$ cat src/rtl/prach_pkg.sv
// Shared types for the PRACH TDM slot aligner.
// Holds the lock FSM encoding and the error counter width.
package prach_pkg;

  localparam int ERR_CNT_W = 16;

  typedef enum logic [1:0] {
    ST_IDLE   = 2'd0,
    ST_PEND   = 2'd1,
    ST_LOCKED = 2'd2
  } state_e;

endpackage

$ cat src/rtl/prach_sat_cnt.sv
// Saturating up-counter with synchronous clear.
// Clear beats increment; the count sticks at all-ones.
import prach_pkg::*;

module prach_sat_cnt #(
  parameter int W = ERR_CNT_W
) (
  input  logic         clk,
  input  logic         rst_n,
  input  logic         inc,
  input  logic         clr,
  output logic [W-1:0] cnt
);

  logic [W-1:0] cnt_q;
  logic [W-1:0] cnt_d;

  always_comb begin
    cnt_d = cnt_q;
    if (clr) begin
      cnt_d = '0;
    end else if (inc && (cnt_q != '1)) begin
      cnt_d = cnt_q + W'(1);
    end
  end

  always_ff @(posedge clk or negedge rst_n) begin
    if (!rst_n) begin
      cnt_q <= '0;
    end else begin
      cnt_q <= cnt_d;
    end
  end

  assign cnt = cnt_q;

endmodule

$ cat src/rtl/prach_tdm_align.sv
// Realigns a TDM slot index to a frame sync and retimes I/Q.
// Lock FSM tracks slot continuity and flags phase/sequence errors.
import prach_pkg::*;

module prach_tdm_align #(
  parameter  int NUM_CC   = 3,
  parameter  int DW       = 16,
  parameter  int NUM_SLOT = 8,
  localparam int CHN_W    = $clog2(NUM_SLOT)
) (
  input  logic                      clk,
  input  logic                      rst_n,
  input  logic [NUM_CC-1:0][DW-1:0] din_dr,
  input  logic [NUM_CC-1:0][DW-1:0] din_di,
  input  logic [CHN_W-1:0]          din_chn,
  input  logic                      sync_in,
  input  logic                      err_clr,
  output logic [NUM_CC-1:0][DW-1:0] dout_dr,
  output logic [NUM_CC-1:0][DW-1:0] dout_di,
  output logic [CHN_W-1:0]          dout_chn,
  output logic                      dout_valid,
  output logic                      sync_out,
  output logic                      align_err,
  output logic                      chn_err,
  output logic [ERR_CNT_W-1:0]      err_cnt
);

  localparam logic [CHN_W-1:0] CHN_LAST = CHN_W'(NUM_SLOT - 1);

  state_e                    state_q, state_d;
  logic [CHN_W-1:0]          chn_q, chn_d;
  logic                      valid_q, valid_d;
  logic                      sync_q, sync_d;
  logic                      aerr_q, aerr_d;
  logic                      cerr_q, cerr_d;
  logic [NUM_CC-1:0][DW-1:0] dr_q, di_q;

  logic             din_zero;
  logic             trig;
  logic [CHN_W-1:0] chn_inc;

  assign din_zero = (din_chn == '0);
  assign trig     = sync_in && din_zero;
  assign chn_inc  = chn_q + CHN_W'(1);

  always_comb begin
    state_d = state_q;
    chn_d   = chn_inc;
    sync_d  = 1'b0;
    aerr_d  = 1'b0;
    cerr_d  = 1'b0;
    unique case (state_q)
      ST_IDLE: begin
        if (trig) begin
          state_d = ST_LOCKED;
          chn_d   = '0;
          sync_d  = 1'b1;
        end else if (sync_in) begin
          state_d = ST_PEND;
        end
      end
      ST_PEND: begin
        if (din_zero) begin
          state_d = ST_LOCKED;
          chn_d   = '0;
          sync_d  = 1'b1;
        end
      end
      ST_LOCKED: begin
        // a sync always outranks the continuity check
        if (trig) begin
          sync_d = 1'b1;
          if (chn_q != CHN_LAST) begin
            chn_d  = '0;
            aerr_d = 1'b1;
          end
        end else if (sync_in) begin
          state_d = ST_PEND;
        end else if (din_chn != chn_inc) begin
          state_d = ST_IDLE;
          cerr_d  = 1'b1;
        end
      end
      default: begin
        state_d = ST_IDLE;
      end
    endcase
    valid_d = (state_d == ST_LOCKED);
  end

  always_ff @(posedge clk or negedge rst_n) begin
    if (!rst_n) begin
      state_q <= ST_IDLE;
      chn_q   <= '0;
      valid_q <= 1'b0;
      sync_q  <= 1'b0;
      aerr_q  <= 1'b0;
      cerr_q  <= 1'b0;
      dr_q    <= '0;
      di_q    <= '0;
    end else begin
      state_q <= state_d;
      chn_q   <= chn_d;
      valid_q <= valid_d;
      sync_q  <= sync_d;
      aerr_q  <= aerr_d;
      cerr_q  <= cerr_d;
      dr_q    <= din_dr;
      di_q    <= din_di;
    end
  end

  // fed from next-state pulses so the count lands with the flag
  prach_sat_cnt #(
    .W (ERR_CNT_W)
  ) u_err_cnt (
    .clk   (clk),
    .rst_n (rst_n),
    .inc   (aerr_d | cerr_d),
    .clr   (err_clr),
    .cnt   (err_cnt)
  );

  assign dout_dr    = dr_q;
  assign dout_di    = di_q;
  assign dout_chn   = chn_q;
  assign dout_valid = valid_q;
  assign sync_out   = sync_q;
  assign align_err  = aerr_q;
  assign chn_err    = cerr_q;

endmodule

$ cat config.mk
export PLATFORM = sky130hd
export DESIGN_NAME = prach_tdm_align
export DESIGN_NICKNAME = d
export VERILOG_FILES = /design/src/rtl/prach_pkg.sv /design/src/rtl/prach_sat_cnt.sv /design/src/rtl/prach_tdm_align.sv
export SDC_FILE = /design/constraint.sdc
export NUM_CORES = 1
export LEC_CHECK = 0
export ABC_AREA = 1
export CAP_MARGIN = 20
export CORE_ASPECT_RATIO = 1.75
export CORE_MARGIN = 5
export CORE_UTILIZATION = 35
export DETAILED_ROUTE_END_ITERATION = 10
export DONT_BUFFER_PORTS = 1
export PLACE_DENSITY = 0.51
export REMOVE_ABC_BUFFERS = 1
export SETUP_SLACK_MARGIN = 0.02
export SYNTH_ARGS = -nofsm -noshare
export SYNTH_HDL_FRONTEND = slang
export SYNTH_SLANG_ARGS = --single-unit
$ cat constraint.sdc
create_clock -name clk -period 2.3 [get_ports clk]
set_clock_uncertainty 0.2 [all_clocks]
set_input_delay 0.46 -clock clk [delete_from_list [all_inputs] [get_ports clk]]
set_output_delay 0.46 -clock clk [all_outputs]
set_load 0.01 [all_outputs]
# Word level (Yosys, flattened, before mapping)
# Index checks and enable logic that the tools add are counted.
dict set report word_totals {
  reg_bits 121
  latch_bits 0
  ram_bits 0
  mem_bits_ro 0
  in_bits 103
  output_inout_bits 119
  wordCells 52
  n_memories 0
}
dict set report op_classes {
  n_addsub 2
  multipliers 0
  n_div 0
  magnitude_cmp 0
  eq_ne 6
  shift 0
  mux 24
  bitwise 1
  n_reduce_logical 6
}
# operator count
set op_table {}
lappend op_table {{$mux W16} 2}
lappend op_table {{$add A16 B1 Y16 const B} 1}
lappend op_table {{$ne A16 B16 Y1 const B} 1}
lappend op_table {{$mux W2} 6}
lappend op_table {{$mux W3} 4}
lappend op_table {{$mux W1} 9}
lappend op_table {{$pmux W3 S3} 1}
lappend op_table {{$pmux W2 S3} 1}
lappend op_table {{$eq A2 B2 Y1 const B} 2}
lappend op_table {{$add A3 B1 Y3 const B} 1}
lappend op_table {{$logic_not A3 Y1} 1}
lappend op_table {{$ne A3 B3 Y1} 1}
lappend op_table {{$ne A3 B3 Y1 const B} 1}
lappend op_table {{$eq A2 B1 Y1 const B} 1}
lappend op_table {{$logic_and A1 B1 Y1} 2}
lappend op_table {{$logic_not A2 Y1} 1}
lappend op_table {{$pmux W1 S2} 1}
lappend op_table {{$reduce_bool A2 Y1} 1}
lappend op_table {{$reduce_or A2 Y1} 1}
lappend op_table {{$or A1 B1 Y1} 1}

# Logic depth before layout (Yosys ltp)
# Gate-level depths: netlist (run 1).
dict set report depth {
  word_depth 10
  ltp_mapped 11
  ltp_nobuf 11
}

# Modules after synthesis
# Synthesis (run 1) repeated with hierarchy kept, for this count alone.
dict set report unflattened {
  cells_unflattened 292
  area_unflattened_um2 3883.7
}
# module instances cells_per_inst area_per_inst_um2 seq_area_each_um2
set modules_own_cells {}
lappend modules_own_cells {prach_tdm_align 1 148 2846.5 2627.5}
lappend modules_own_cells {prach_sat_cnt 1 144 1037.2 400.4}

# Least setup slack after synthesis (run 1)
# Ideal clock, no wire load.
dict set report synth_timing {
  path_type {reg-to-reg}
  from {reg chn_q[0] (netlist: dout_chn[0])}
  to {reg u_err_cnt.cnt_q[14] (netlist: u_err_cnt.cnt[14])}
  setup_ns 0.065
  arrival_ns 1.745
  required_time_ns 2.035
  setup_slack_ns 0.289
  stages_incl_launch_ff 11
  path_buffers 1
  synth_period_minus_slack_ns 2.011
  path_cell_list {dfrtp_1 -> ha_1 -> ha_1 -> xnor2_1 -> nand3_1 -> nand2_1 -> nand2_2 -> nand2_4 -> buf_6 -> nand3_1 -> nand2_1}
}
dict set report synth_between {
  elab_chain_len 9
  word_cells_on_any_way 13
  classes_between {add/sub (1); eq/ne (2); mux (7); bitwise (1); reduce/logical (2)}
}
# element line_no
set synth_lines {}
lappend synth_lines {{start, declared} prach_tdm_align.sv:31} ;# logic [CHN_W-1:0] chn_q, chn_d;
lappend synth_lines {{start signal, assigned} prach_tdm_align.sv:103} ;# chn_q <= chn_d;
lappend synth_lines {{$add A3 B1 Y3} prach_tdm_align.sv:44} ;# assign chn_inc = chn_q + CHN_W'(1);
lappend synth_lines {{$ne A3 B3 Y1} prach_tdm_align.sv:79} ;# end else if (din_chn != chn_inc) begin
lappend synth_lines {{$mux W1} prach_tdm_align.sv:79}
lappend synth_lines {{$mux W1} prach_tdm_align.sv:77} ;# end else if (sync_in) begin
lappend synth_lines {{$mux W1} prach_tdm_align.sv:71} ;# if (trig) begin
lappend synth_lines {{$mux W1} prach_tdm_align.sv:52} ;# unique case (state_q)
lappend synth_lines {{$or A1 B1 Y1 *} prach_tdm_align.sv:119} ;# .inc (aerr_d | cerr_d),
lappend synth_lines {{$logic_and A1 B1 Y1 *} prach_sat_cnt.sv:22} ;# end else if (inc && (cnt_q != '1)) begin
lappend synth_lines {{$reduce_bool A2 Y1 (no line) *} --}
lappend synth_lines {{end signal, assigned} prach_sat_cnt.sv:31} ;# cnt_q <= cnt_d;
lappend synth_lines {{end, declared} prach_sat_cnt.sv:15} ;# logic [W-1:0] cnt_q;
# Mark *: on every way between the ends. The rest lies on a longest branch, timed or not.
# A chain may end at the register's enable or synchronous reset.

# Final worst setup path (run 1)
dict set report layout_timing {
  from {reg chn_q[1] (netlist: dout_chn[1])}
  to {reg u_err_cnt.cnt_q[12] (netlist: u_err_cnt.cnt[12])}
}
# The elaborated chain is that of the path after synthesis.

==> impl_metrics.tcl, run 1 <==
set metrics [dict create \
    synth-compound-area-share 0.00572 \
    cap_violations 0 \
    cts_root_buffer "clkbuf_16" \
    htreeDepth 4 \
    post-synth-top-area-cell "dfrtp_1" \
    finalHoldViolCount 121 \
    nFillCells 931 \
    violations "hold timing" \
    drt-wirelength-per-cell_microns 18.0 \
    hpwl_microns 7250 \
    outcome "finished with violations" \
    multiInputGateArea_sq_um 791 \
    required_ps 2390 \
    path_cells "ha_1 > ha_1 > xnor2_1 > nand3_1 > nand2_1 > nand2_2 > nand2_4 > nand2_2 > nand2_1 > nand2_1" \
    fin_setup_tns_ps 0 \
    cts_resized 0 \
    fin_crit_ps 2010 \
    power_frac_clock 0.492 \
    clk_pin_slew_ps 60 \
    route.vias.total 2691 \
    ir_worst_vdd_uv 712 \
    synth_xor_area_frac 0.0200 \
    worstRegToRegCells 10 \
    yosysSeqAreaShare 0.769 \
    total_leakage_power_nw 2.68 \
    relSlewSlack 0.772 \
    startpoint_type "register" \
    grt-ovfl-total 0 \
    rsz0062_at_grt "no" \
    antenna_found_initial 0 \
    ys_ff_latch 121 \
    synth_area_leaders "dfrtp_1 (77%), nand2_1 (6.4%), nand3_1 (3.4%), nor2_1 (3.0%), inv_1 (2.1%)" \
    setup_violations 0 \
    drt-vias-per-instance 4.66 \
    combPwrFrac 0.053 \
    nets 539 \
    io_pins 222 \
    hold_ws_ps -452 \
    path_class "register to register" \
    worst-path-buf-inv 0 \
    start_util 0.355 \
    drtIter0Drc 57 \
    hp-class "input pin to asynchronous set/reset pin" \
    dieWidth_microns 90.2 \
    clock_latency_ps 400 \
    cp_data_arrival_time_ps 2100 \
    final_common_cell "dfrtp_1" \
    synth_cell_types 23 \
    cts_setup_buffers 0 \
    synthAdderAreaFrac 0.00954 \
    post_dp_cell_area_sq_um 4170 \
    critical_path.top_delay_family "simple AND/OR/NAND/NOR gates" \
    switchingPower_w 0.00125 \
    worst_slew_pin_slew_ps 342 \
    r2r_start "dout_chn[1]" \
    slowest_stage "dfrtp_1" \
    ant_nets 0 \
    fmax_mhz 498 \
    dieArea_sq_um 13600 \
    seqPwrFrac 0.455 \
    intPower_w 0.00394 \
    path_common_cell "nand2_1" \
    cts_sinks 121 \
    reg2reg_slack_ps 290 \
    synth_top_family_by_area "simple AND/OR/NAND/NOR gates" \
    row_count 51 \
    numPortBuffers 0 \
    power_density_nw_per_um2 907 \
    drt-total-wl_microns 10400 \
    area_delta_synth_final_pct 45.5 \
    grt_pass1_vias 2925 \
    tritoncts "yes" \
    crit_path_end_kind "register" \
    power_w 0.00519 \
    regToRegEndpoint "u_err_cnt.cnt[12]" \
    synth_cells 310 \
    ctsHoldBuffers 97 \
    final_cell_mix "dfrtp_1 (121), dlygate4sd3_1 (97), nand2_1 (67)" \
    antennaDiodeCount 0 \
    cts_inserted_buffers 17 \
    gp_congestion 0.841 \
    die_h_microns 150 \
    seqCellArea_sq_um 3030 \
    netlist_area_sq_um 3940 \
    drive_above_1_share 0.117 \
    muxShareOfSynthArea 0 \
    core-area_sq_um 11100 \
    avgSynthCellArea_sq_um 12.7 \
    drv_slew 0 \
    crit_fanout 7 \
    slowest_delay_ps 420 \
    finalInstanceArea_sq_um 5730 \
    yosysTopAreaCellShare 0.769 \
    clk_path_buf_depth 2 \
    grt_pass1_wl_microns 15400 \
    drtPass1Iterations 4 \
    grt_max_degree 122 \
    grt_use_total 0.150 \
    period_share 0.873 \
    synth-simple-area-share 0.166 \
    swShare 0.241 \
    yosys_warnings 0 \
    drc 0 \
]
==> through the flow <==
step / util / std cells / setup WS (ps)
final: 0.516 / 578 / 291
after global routing: 0.516 / 578 / 140
after CTS: 0.516 / 578 / 262
after detailed placement: 0.376 / 449 / 278
after global placement: 0.376 / 449 / 327
after floorplan: - / 306 / 225
==> routing by layer <==
layer / GRT usage / vias up / routed length, microns
met1: 0.131 / 1322 / 3160
li1: - / 1228 / -
met5: 0 / - / 0
met3: 0.0725 / 17 / 864
met2: 0.279 / 124 / 6150
met4: 0.0768 / 0 / 237
==> power groups by stage <==
stage	Clock, W	Sequential, W	Combinational (W)
final	0.00255	0.00236	0.000274
after global routing	0.00274	0.00238	0.000307
after CTS	0.00264	0.00237	0.000278
after detailed placement	0	0.00240	0.000142
after global placement	0	0.00241	0.000141
after floorplan	0	0.00238	0.000104
==> Yosys cell counts <==
library cell	count
buf_2	1
buf_6	1
clkbuf_1	2
clkinv_1	1
dfrtp_1	121
ha_1	3
inv_1	22
inv_2	2
nand2_1	67
nand2_2	2
nand2_4	1
nand3_1	27
nand4_1	10
nand4_4	1
nor2_1	31
nor2_4	1
nor3_1	2
nor3_2	2
o21ai_0	2
o21ai_1	1
o21bai_1	1
xnor2_1	2
xor2_1	7
==> final cells by class <==
class | count | area share
clock inverters | 15 | 0.0277
inverters | 25 | 0.0164
well taps | 132 | 0.0288
repair buffers | 108 | 0.186
clock buffers | 17 | 0.0743
multi-input cells | 160 | 0.138
flip-flops and latches | 121 | 0.529
==> flip-flops by register name, summed over array words and instances, names as in the netlist <==
signal,count
dout_valid,1
chn_err,1
dout_di,48
dout_chn,3
state_q,2
align_err,1
u_err_cnt.cnt,16
dout_dr,48
sync_out,1
==> how the worst max path moves through the flow <==
stage	from	to	slack (ps)	cells after the start
global placement	dout_chn[1]	u_err_cnt.cnt[11]	330	10
CTS	dout_chn[1]	u_err_cnt.cnt[12]	260	10
floorplan	dout_chn[0]	u_err_cnt.cnt[10]	230	10
detailed placement	dout_chn[1]	u_err_cnt.cnt[12]	280	10
finish	dout_chn[1]	u_err_cnt.cnt[12]	290	10
global route	dout_chn[1]	u_err_cnt.cnt[12]	140	10
==> cells by family (layout without fill, tap and decap cells) <==
logic type	Yosys count	after routing
buf+inv	29	165
compound gates	4	4
simple gates	144	144
fa+ha+maj	3	3
xor+xnor	9	9
flops	121	121
No activity file was read; power rests on OpenSTA's default activity.
==> run 2: changes to the inputs <==
CORE_ASPECT_RATIO = 1.5   (was 1.75)
SYNTH_HIERARCHICAL = 1   (was default)
==> run 2 against run 1 <==
The run still ends with hold timing left. Core utilization hardly changed. Sequential share of layout area is 0.76 points higher. Sequential power hardly changed. Flip-flop and latch count stayed put. Worst hold slack better by 2.7 ps. Clock power is 4% higher. Global-route usage is 1.4 points higher. Critical endpoint is now u_err_cnt/cnt[10].
==> impl_metrics.tcl, run 2 <==
set metrics [dict create \
    grt_use_total 0.164 \
    grt_pass1_vias 2787 \
    drtIter0Drc 55 \
    drtPass1Iterations 4 \
    drt-vias-per-instance 4.49 \
    grt_pass1_wl_microns 15900 \
    final_util 0.516 \
    start_util 0.355 \
    route.vias.total 2552 \
    yosys_warnings 6 \
    antenna_found_initial 0 \
    numPortBuffers 0 \
    hp-class "input pin to asynchronous set/reset pin" \
    crit_fanout 6 \
    synth.most_common_cell "dfrtp_1" \
    dieArea_sq_um 13300 \
    fin_setup_tns_ps 0 \
    power_density_nw_per_um2 943 \
    dieWidth_microns 96.0 \
    ctsHoldBuffers 97 \
    grt_max_degree 122 \
    cts_sinks 121 \
    netlist_area_sq_um 3880 \
    clock_latency_ps 400 \
    antennaDiodeCount 0 \
    final_common_cell "dfrtp_1" \
    setup_violations 0 \
    htreeDepth 4 \
    clk_path_buf_depth 2 \
    cap_violations 0 \
    period_share 0.919 \
    area_delta_synth_final_pct 45.4 \
    yosysTopAreaCellShare 0.780 \
    cts_inserted_buffers 17 \
    hpwl_microns 7090 \
    grt-ovfl-total 0 \
    power_w 0.00533 \
    rsz0062_at_grt "no" \
    cts_root_buffer "clkbuf_16" \
    final_cell_mix "dfrtp_1 (121), dlygate4sd3_1 (97), nand2_1 (67)" \
    fin_crit_ps 2110 \
    die_h_microns 139 \
    ant_nets 0 \
    startpoint_type "register" \
    slowest_delay_ps 380 \
    drt-wirelength-per-cell_microns 18.8 \
    tritoncts "yes" \
    ir_worst_vdd_uv 665 \
    drt-total-wl_microns 10700 \
    io_pins 222 \
    clk_pin_slew_ps 60 \
    hold_ws_ps -449 \
    fmax_mhz 473 \
    synth_common_cells "dfrtp_1 (121), nand2_1 (68), inv_1 (20), nor2_1 (20), nand3_1 (13)" \
    core-area_sq_um 10900 \
    finalHoldViolCount 121 \
    path_class "register to register" \
    required_ps 2430 \
    slowest_stage "dfrtp_1" \
    row_count 47 \
    synth_cell_types 27 \
    violations "hold timing" \
    yosysSeqAreaShare 0.780 \
    crit_path_end_kind "register" \
    synth_edf_count 0 \
    synth_area_leaders "dfrtp_1 (78%), nand2_1 (6.6%), inv_1 (1.9%), nor2_1 (1.9%), nand3_1 (1.7%)" \
    worst_slew_pin_slew_ps 533 \
    cts_setup_buffers 0 \
    ys_ff_latch 121 \
    avgSynthCellArea_sq_um 13.3 \
    relSlewSlack 0.644 \
    outcome "finished with violations" \
    nFillCells 955 \
    synth-async-reset-ratio 1.00 \
    cp_data_arrival_time_ps 2250 \
    gp_congestion 0.755 \
    path_cells "ha_1 > ha_1 > xnor2_1 > nand2_1 > nand3_1 > nand2_2 > inv_1 > nor2_2 > buf_4 > nand4_1 > nand2_1" \
    drv_slew 0 \
    nets 515 \
    synth_cells 292 \
    synthFlopType "dfrtp_1" \
    total_leakage_power_nw 2.60 \
    drc 0 \
    drive_above_1_share 0.137 \
    post-synth-top-area-cell "dfrtp_1" \
]
==> run 2: changes by cell type after synthesis, sizes merged, moves of 2 or more <==
| cell | delta |
|---|---|
| xor2 | -4 |
| nand3 | -13 |
| clkbuf | -2 |
| nor2 | -7 |
| nor3 | -3 |
| nand2 | +4 |
| a21oi | +2 |
| nand4 | -2 |
| o21ai | +3 |
==> run 2: critical path: cells and delay by family (launching register included) <==
| kind | cells | cell delay [ps] |
|---|---|---|
| xor gates and xnor gates | 1 | 130 |
| and+or+nand+nor | 6 | 610 |
| adders and majority gates | 2 | 510 |
| buffers and inverters | 2 | 230 |
| DFF | 1 | 380 |
==> run 2: worst paths after layout <==
kind / depth (start not counted) / to / slack [ps] / startpoint
worst max-delay path: 11 / u_err_cnt/cnt[10] / 190 / dout_chn[0]
worst min-delay path: 0 / dout_di[6] / -450 / rst_n
worst max register to register: 11 / u_err_cnt/cnt[10] / 190 / dout_chn[0]
worst min register to register: 2 / dout_chn[0] / 380 / dout_chn[0]
max in group asynchronous: 0 / dout_chn[0] / 2230 / rst_n
min in group clk: 3 / u_err_cnt/cnt[13] / 30 / err_clr
==> run 2: layout make-up <==
class                      instances  area (sq um)  share of cell area
timing repair buffer             101          1000               0.178
multi-input combinational        144           739               0.131
inverter                          24          92.6              0.0164
sequential                       121          3030               0.536
tap                              147           184              0.0326
clock inverter                    14           159              0.0281
clock buffer                      18           439              0.0778
==> run 2: cells by family (layout without fill, tap and decap cells) <==
| kind of cell | count (synthesis) | in the layout | synth area share |
|---|---|---|---|
| fa+ha+maj | 3 | 3 | 0.00967 |
| compound gates | 11 | 11 | 0.0213 |
| buf+inv | 27 | 157 | 0.0312 |
| xor+xnor | 6 | 6 | 0.0135 |
| flops | 121 | 121 | 0.780 |
| simple gates | 124 | 124 | 0.145 |
==> run 2: through the flow <==
step | instances | instance area [sq um] | setup WS [ps]
after floorplan | 289 | 3850 | 4.97
after global placement | 439 | 4060 | 220
after detailed placement | 439 | 4060 | 150
after CTS | 568 | 5630 | 147
after global routing | 569 | 5650 | 36.9
final | 569 | 5650 | 186
==> run 2: what timing repair did <==
item,in CTS,in global routing
setup endpoints to repair,0,11
resized for setup,0,5
hold endpoints to repair,218,121
==> run 2: per-layer routing <==
metal  global-route usage  up-vias  wire, microns
li1                     -     1152              -
met1                0.158     1231           3510
met2                0.282      149           5760
met3               0.0847       20           1160
met4               0.0757        0            281
met5                    0        -              0
==> run 2: power by group <==
group	total [W]	internal [W]	switching, W	leakage [nW]
Sequential	0.00237	0.00225	0.000119	1.46
Combinational	0.000318	0.000186	0.000131	0.851
Clock	0.00264	0.00165	0.000994	0.294
Total	0.00533	0.00408	0.00124	2.60
